===== config.mk =====
export PLATFORM = sky130hd
export DESIGN_NAME = cpu_sequencer
export DESIGN_NICKNAME = d
export VERILOG_FILES = /design/src/rtl/microcpu_pkg.sv /design/src/rtl/cpu_sequencer_pc_reg.sv /design/src/rtl/cpu_sequencer.sv
export SDC_FILE = /design/constraint.sdc
export NUM_CORES = 1
export LEC_CHECK = 0
export BUFFER_PORTS_ARGS = -buffer_cell sky130_fd_sc_hd__buf_2
export CORE_ASPECT_RATIO = 0.7
export CORE_MARGIN = 2
export CORE_UTILIZATION = 40
export DETAILED_ROUTE_END_ITERATION = 10
export GPL_ROUTABILITY_DRIVEN = 0
export PLACE_DENSITY_LB_ADDON = 0.12
export SETUP_SLACK_MARGIN = 0.2
export SLEW_MARGIN = 20
export SYNTH_ARGS = -nofsm -noshare
export SYNTH_HDL_FRONTEND = slang
export SYNTH_SLANG_ARGS = --single-unit

===== constraint.sdc =====
create_clock -name clk -period 2.1 [get_ports clk]
set_input_delay 0.42 -clock clk [delete_from_list [all_inputs] [get_ports clk]]
set_output_delay 0.42 -clock clk [all_outputs]
set_load 0.01 [all_outputs]

===== src/rtl/microcpu_pkg.sv =====
// Shared definitions for the microcpu: opcodes, sequencer state encoding and default widths.
package microcpu_pkg;

    localparam int PC_WIDTH_DEF    = 12;
    localparam int INSTR_WIDTH_DEF = 16;

    localparam logic [3:0] NOP = 4'd0;
    localparam logic [3:0] ADD = 4'd1;
    localparam logic [3:0] SUB = 4'd2;
    localparam logic [3:0] MUL = 4'd3;
    localparam logic [3:0] AND = 4'd4;
    localparam logic [3:0] OR  = 4'd5;
    localparam logic [3:0] JMP = 4'd6;

    typedef enum logic [2:0] {
        ST_IDLE      = 3'd0,
        ST_FETCH     = 3'd1,
        ST_DECODE    = 3'd2,
        ST_EXECUTE   = 3'd3,
        ST_WRITEBACK = 3'd4
    } seq_state_e;

    // Opcodes that produce a register-file result; everything else (incl. undefined) acts as NOP.
    function automatic logic is_alu_op(input logic [3:0] op);
        return (op == ADD) || (op == SUB) || (op == MUL) || (op == AND) || (op == OR);
    endfunction

endpackage


===== src/rtl/cpu_sequencer_pc_reg.sv =====
// Program counter register: synchronous reset, load has priority over increment, wraps modulo 2^PC_WIDTH.
module pc_reg #(
    parameter int                  PC_WIDTH = 12,
    parameter logic [PC_WIDTH-1:0] PC_RESET = '0
) (
    input  logic                clk,
    input  logic                rst,
    input  logic                i_load,
    input  logic [PC_WIDTH-1:0] i_load_val,
    input  logic                i_inc,
    output logic [PC_WIDTH-1:0] o_pc
);

    logic [PC_WIDTH-1:0] r_pc;

    always_ff @(posedge clk) begin
        if (rst)
            r_pc <= PC_RESET;
        else if (i_load)
            r_pc <= i_load_val;
        else if (i_inc)
            r_pc <= r_pc + PC_WIDTH'(1);
    end

    assign o_pc = r_pc;

endmodule


===== src/rtl/cpu_sequencer.sv =====
// Multi-cycle fetch/decode/execute/writeback sequencer: owns PC, instruction register and retire count.
module cpu_sequencer
    import microcpu_pkg::*;
#(
    parameter int                  PC_WIDTH    = PC_WIDTH_DEF,
    parameter int                  INSTR_WIDTH = INSTR_WIDTH_DEF,
    parameter logic [PC_WIDTH-1:0] PC_RESET    = '0
) (
    input  logic                   clk,
    input  logic                   rst,
    input  logic                   run,
    output logic                   imem_req,
    output logic [PC_WIDTH-1:0]    imem_addr,
    input  logic                   imem_ack,
    input  logic [INSTR_WIDTH-1:0] imem_rdata,
    output logic [INSTR_WIDTH-1:0] instr,
    input  logic                   load_pc,
    input  logic [PC_WIDTH-1:0]    load_pc_val,
    output logic                   exec_en,
    output logic                   rf_we,
    output logic [PC_WIDTH-1:0]    pc,
    output logic                   busy,
    output logic [15:0]            retired
);

    seq_state_e             r_state;
    seq_state_e             w_next_state;
    seq_state_e             w_boundary;
    logic [INSTR_WIDTH-1:0] r_instr;
    logic [15:0]            r_retired;
    logic [PC_WIDTH-1:0]    w_pc;
    logic [3:0]             w_opcode;
    logic                   w_alu;
    logic                   w_pc_load;
    logic                   w_pc_inc;

    assign w_opcode   = r_instr[INSTR_WIDTH-1 -: 4];
    assign w_alu      = is_alu_op(w_opcode);
    assign w_boundary = run ? ST_FETCH : ST_IDLE;

    // A jump in EXECUTE wins over the opcode; ALU ops defer the PC step to WRITEBACK.
    assign w_pc_load = (r_state == ST_EXECUTE) && load_pc;
    assign w_pc_inc  = ((r_state == ST_EXECUTE) && !load_pc && !w_alu) ||
                       (r_state == ST_WRITEBACK);

    always_ff @(posedge clk) begin
        if (rst)
            r_state <= ST_IDLE;
        else
            r_state <= w_next_state;
    end

    always_comb begin
        w_next_state = r_state;
        case (r_state)
            ST_IDLE:      w_next_state = run ? ST_FETCH : ST_IDLE;
            ST_FETCH:     w_next_state = imem_ack ? ST_DECODE : ST_FETCH;
            ST_DECODE:    w_next_state = ST_EXECUTE;
            ST_EXECUTE:   w_next_state = (!load_pc && w_alu) ? ST_WRITEBACK : w_boundary;
            ST_WRITEBACK: w_next_state = w_boundary;
            default:      w_next_state = ST_IDLE;
        endcase
    end

    always_comb begin
        imem_req = 1'b0;
        exec_en  = 1'b0;
        rf_we    = 1'b0;
        busy     = (r_state != ST_IDLE);
        case (r_state)
            ST_FETCH:     imem_req = 1'b1;
            ST_EXECUTE:   exec_en  = 1'b1;
            ST_WRITEBACK: rf_we    = 1'b1;
            default:      ;
        endcase
    end

    always_ff @(posedge clk) begin
        if (rst)
            r_instr <= '0;
        else if ((r_state == ST_FETCH) && imem_ack)
            r_instr <= imem_rdata;
    end

    always_ff @(posedge clk) begin
        if (rst)
            r_retired <= '0;
        else if (w_pc_load || w_pc_inc)
            r_retired <= r_retired + 16'd1;
    end

    pc_reg #(
        .PC_WIDTH (PC_WIDTH),
        .PC_RESET (PC_RESET)
    ) u_pc_reg (
        .clk        (clk),
        .rst        (rst),
        .i_load     (w_pc_load),
        .i_load_val (load_pc_val),
        .i_inc      (w_pc_inc),
        .o_pc       (w_pc)
    );

    assign pc        = w_pc;
    assign imem_addr = w_pc;
    assign instr     = r_instr;
    assign retired   = r_retired;

endmodule


### Word level (Yosys, flattened, before mapping)

Cells that the tools add are included.

| word-level totals | value |
|---|---|
| register bits | 47 |
| bits in latches | 0 |
| memory bits (writable) | 0 |
| bits in read-only memories | 0 |
| input bits | 33 |
| output and inout bits | 60 |
| logic and storage cells | 41 |
| memories kept | 0 |

| cells by class | value |
|---|---|
| $add $sub $neg | 2 |
| $mul | 0 |
| div/mod/pow operators | 0 |
| magnitude comparators | 0 |
| equal/unequal tests | 9 |
| shift-type cells | 0 |
| mux-type cells | 9 |
| bitwise operators | 0 |
| reductions and logical operators | 17 |

Operator list:

| operator | number |
|---|---|
| $mux W12 | 2 |
| $add A16 B1 Y16 const B | 1 |
| $add A12 B1 Y12 const B | 1 |
| $pmux W3 S4 | 1 |
| $eq A4 B2 Y1 const B | 2 |
| $eq A4 B3 Y1 const B | 2 |
| $eq A3 B2 Y1 const B | 2 |
| $logic_or A1 B1 Y1 | 6 |
| $logic_and A1 B1 Y1 | 5 |
| $eq A4 B1 Y1 const B | 1 |
| $mux W1 | 4 |
| $eq A3 B1 Y1 const B | 1 |
| $eq A3 B3 Y1 const B | 1 |
| $logic_not A3 Y1 | 1 |
| $mux W3 | 1 |
| $reduce_bool A3 Y1 | 1 |
| $logic_not A1 Y1 | 2 |
| $mux W2 | 1 |
| $reduce_bool A2 Y1 | 1 |
| $reduce_or A2 Y1 | 1 |

### Longest topological paths before layout

| logic depth | value |
|---|---|
| word-level depth | 10 |
| mapped depth | 8 |

### Hierarchy

A second synthesis with hierarchy kept.

| unflattened totals | value |
|---|---|
| cells, all modules | 293 |
| area total of the unflattened synthesis | 2439.8 um2 |

By module, submodules not included:

| module | instances | cells each | area each (um2) | seq. area each (um2) |
|---|---|---|---|---|
| cpu_sequencer | 1 | 211 | 1754.2 | 700.7 |
| pc_reg | 1 | 82 | 685.7 | 240.2 |

### Least setup slack after synthesis

No wires, ideal clock.

| timing path | value |
|---|---|
| path type | register -> register |
| from | reg r_instr[13], in the netlist instr[13] |
| to | reg r_retired[15], in the netlist retired[15] |
| setup time | 0.070 ns |
| arrival | 1.614 ns |
| data required time | 2.030 ns |
| setup slack | 0.415 ns |
| stages on the path, launching flop included | 6 |
| path buffers | 0 |
| cell sequence | dfxtp_1 > or3_4 > a211oi_4 > o21ai_1 > or3_1 > a21oi_1 |

| on the way | value |
|---|---|
| longest elaborated chain between the ends | 9 |

Ends and longest elaborated chain:

| item | RTL line | source |
|---|---|---|
| start: declaration | cpu_sequencer.sv:29 | `logic [INSTR_WIDTH-1:0] r_instr;` |
| start signal: assignment | cpu_sequencer.sv:82 | `r_instr <= imem_rdata;` |
| $eq A4 B1 Y1 / $eq A4 B2 Y1 (equally long branches) | microcpu_pkg.sv:25 | `return (op == ADD) \|\| (op == SUB) \|\| (op == MUL) \|\| (op == AND) \|\| (op == OR);` |
| $logic_or A1 B1 Y1 (3 in a row) | microcpu_pkg.sv:25 |  |
| $logic_or A1 B1 Y1 (*) | microcpu_pkg.sv:25 |  |
| $logic_not A1 Y1 (*) | cpu_sequencer.sv:43 | `assign w_pc_inc = ((r_state == ST_EXECUTE) && !load_pc && !w_alu) \|\|` |
| $logic_and A1 B1 Y1 (*) | cpu_sequencer.sv:43 |  |
| $logic_or A1 B1 Y1 (*) | cpu_sequencer.sv:43 |  |
| $logic_or A1 B1 Y1 (*) | cpu_sequencer.sv:88 | `else if (w_pc_load \|\| w_pc_inc)` |
| end signal: assignment | cpu_sequencer.sv:89 | `r_retired <= r_retired + 16'd1;` |
| end: declaration | cpu_sequencer.sv:30 | `logic [15:0] r_retired;` |

Mark *: on every way between the ends. The rest lies on a longest branch, timed or not.
A chain may end at the register's enable or synchronous reset.

### Worst setup path in the final report

Same ends and word-level chain as after synthesis.

==> impl_metrics.toml <==
[floorplan]
fp.dieW_um = 95.6
ios = 93
num_rows = 23
floorplan.die_area_um2 = 6510
die_h_um = 68.1
initial_core_util = 0.412
core_um2 = 5700

[outcome]
status = "finished clean"

[layout]
nets = 408
antenna_cells = 0
syn_to_final_growth_pct = 23.5
layout.cells.non_filler = 448
drive_above_1_share = 0.316

[clocking]
clock_latency_ns = 0.30
cts_max_level = 2
cts_made_buffers = 5
clkSlewWorstSetupHoldPaths_ns = 0.08
ctsResizeCount = 1
cts_root_buffer = "clkbuf_8"
post_cts_buffers = 0
clk_path_buf_depth = 2
cts_tree = "yes"
cts_sinks = 47
cts-hold-fix-buffers = 0

[sta]
rsz0062_at_grt = "true"
maxSlewHeadroom = 0.620
setup_ws_ns = 0.302
fmax_mhz = 556
fin_setup_tns_ns = 0
skew_ns = 0.00600
worst_pin_slew_ns = 0.568
setup_violations = 0
drv_slew = 0
min_period_ns = 1.80
fin_crit_sh = 0.856
hold_violations = 0

[detailed_routing]
route.antenna.remaining_nets = 0
dr.pass1.iters = 6
wl_per_cell_um = 12.3
vias = 2223
routed_via_density = 4.96
drtIter0Drc = 75
drc_errors = 0
routed_wl_mm = 5.52

[logic_synthesis]
syn_area_um2 = 2350
ys_types = 41
yosysWarnings = 0
synth_edf_count = 0
synth_nets = 330
async_reset_ff_frac = 0
ys_seq_area_frac = 0.400
yosys_register_bits = 47
syn_inst = 295
synth_flop_cell = "dfxtp_1"
synth_area_per_cell_um2 = 7.97

[setup_path]
critical-path-slowest-cell = "or3_4"
r2r-start = "instr[13]"
worst-path-max-fanout = 7
required_ns = 2.33
r2r_slack_ns = 0.30
r2r-end = "retired[15]"
crit_arrival_ns = 2.03
max_stage_delay_ns = 0.43
critical-path-top-delay-family = "simple AND/OR/NAND/NOR gates"
crit_buf_inv = 0
path_cells = "or3_4 -> a211oi_4 -> o21ai_1 -> or3_1 -> a21oi_1"
worst-r2r-cell-count = 5
crit_type = "register to register"
endpoint_kind = "register"
cp-start-kind = "register"

[global_route]
antenna_found_initial = 0
grt_pass1_vias = 1917
grtUsageTotal = 0.174
grt_max_degree = 27
gr-total-overflow = 0
grt_pass1_wl_mm = 8.92

[placed_design]
dp_hpwl_mm = 4.05
dp_slack_ns = 0.178
port_buffers = 92
dp.cells = 441

[hold_path]
hold_path_class = "input port to register"
whs_endpoint = "instr[0]"
hp-start = "imem_rdata[0]"
whs_path_depth = 3

[power_and_ir_drop]
vdd_drop_max_uv = 270
leakagePower_nw = 1.27
p_per_area_nw_per_um2 = 602

[run]
drv_cap = 0
==> logic make-up after synthesis <==
group / count (synthesis) / synth area share
flops: 47 / 0.400
simple gates: 116 / 0.238
xor+xnor: 13 / 0.0485
fa+ha+maj: 2 / 0.0106
buf+inv: 35 / 0.0836
compound gates: 82 / 0.219
==> state kept, by name, summed over array words and instances (netlist names) <==
name / cells
instr: 16
retired: 16
u_pc_reg.o_pc: 12
r_state: 3
==> per-stage QoR <==
stage / instance area (um^2) / util / hold WS [ns] / power [W]
finish: 2900 / 0.509 / 0.350 / 0.00175
global route: 2900 / 0.509 / 0.355 / 0.00182
floorplan: 2350 / - / 0.481 / 0.00105
detailed placement: 2790 / 0.490 / 0.443 / 0.00112
global placement: 2790 / 0.490 / 0.439 / 0.00112
CTS: 2900 / 0.508 / 0.340 / 0.00177
==> worst max-delay path by stage <==
stage / startpoint / end / slack (ns) / cells after the start
6_report: instr[13] / retired[15] / 0.30 / 5
5_1_grt: instr[14] / u_pc_reg.o_pc[2] / 0.19 / 6
4_1_cts: r_state[0] / u_pc_reg.o_pc[0] / 0.29 / 5
3_5_place_dp: r_state[0] / u_pc_reg.o_pc[7] / 0.18 / 5
3_3_place_gp: r_state[0] / u_pc_reg.o_pc[7] / 0.21 / 5
2_1_floorplan: instr[13] / retired[15] / 0.42 / 5
==> layer usage <==
layer	wire length, um	track usage
met1	2770	0.253
met2	2270	0.250
met3	440	0.0507
met4	31	0.0482
met5	0	0
==> worst reg2reg max path, stage by stage (launching register included) <==
cell	delay, ns
dfxtp_1	0.36
or3_4	0.43
a211oi_4	0.38
o21ai_1	0.13
or3_1	0.31
a21oi_1	0.13
==> synthesized netlist by cell type, drive strengths merged (5+ instances only) <==
library cell,count,area (um^2)
dfxtp,47,941
nor2,27,101
buf,22,148
and2,5,31.3
or3,5,36.3
and4,5,43.8
inv,5,18.8
xor2,12,105
a21oi,34,170
o21ai,24,120
a211oi,6,82.6
nand4,5,31.3
nand2,52,195
clkbuf,8,30.0
nand3,6,30.0
==> layout by cell type, fill, tap and decap left out, types with 4 or more instances in the layout <==
master,netlist,routed
clkbuf_8,0,5
inv_1,5,5
and4_1,5,5
dfxtp_1,47,45
nand4_1,5,5
a31oi_1,4,4
xor2_1,12,12
nand3_1,6,6
o21ai_0,23,23
a21oi_1,34,34
buf_2,7,92
and2_1,5,5
nand2_1,52,52
nor2_1,27,26
buf_4,13,9
or3_1,4,4
==> area by class of cell <==
cell class	instances	area, um^2
Inverter	5	18.8
Fill cell	583	2800
Tap cell	75	93.8
Sequential cell	47	943
Clock buffer	6	72.6
Clock inverter	1	30.0
Timing Repair Buffer	101	528
Multi-Input combinational cell	213	1210
==> report_power, final <==
part	switching (W)	internal (W)	leakage, nW
Clock	0.000296	0.000349	0.0513
Sequential	0.0000222	0.000911	0.381
Combinational	0.0000950	0.0000743	0.835
Total	0.000413	0.00133	1.27
(Power assumes the default switching activity.)
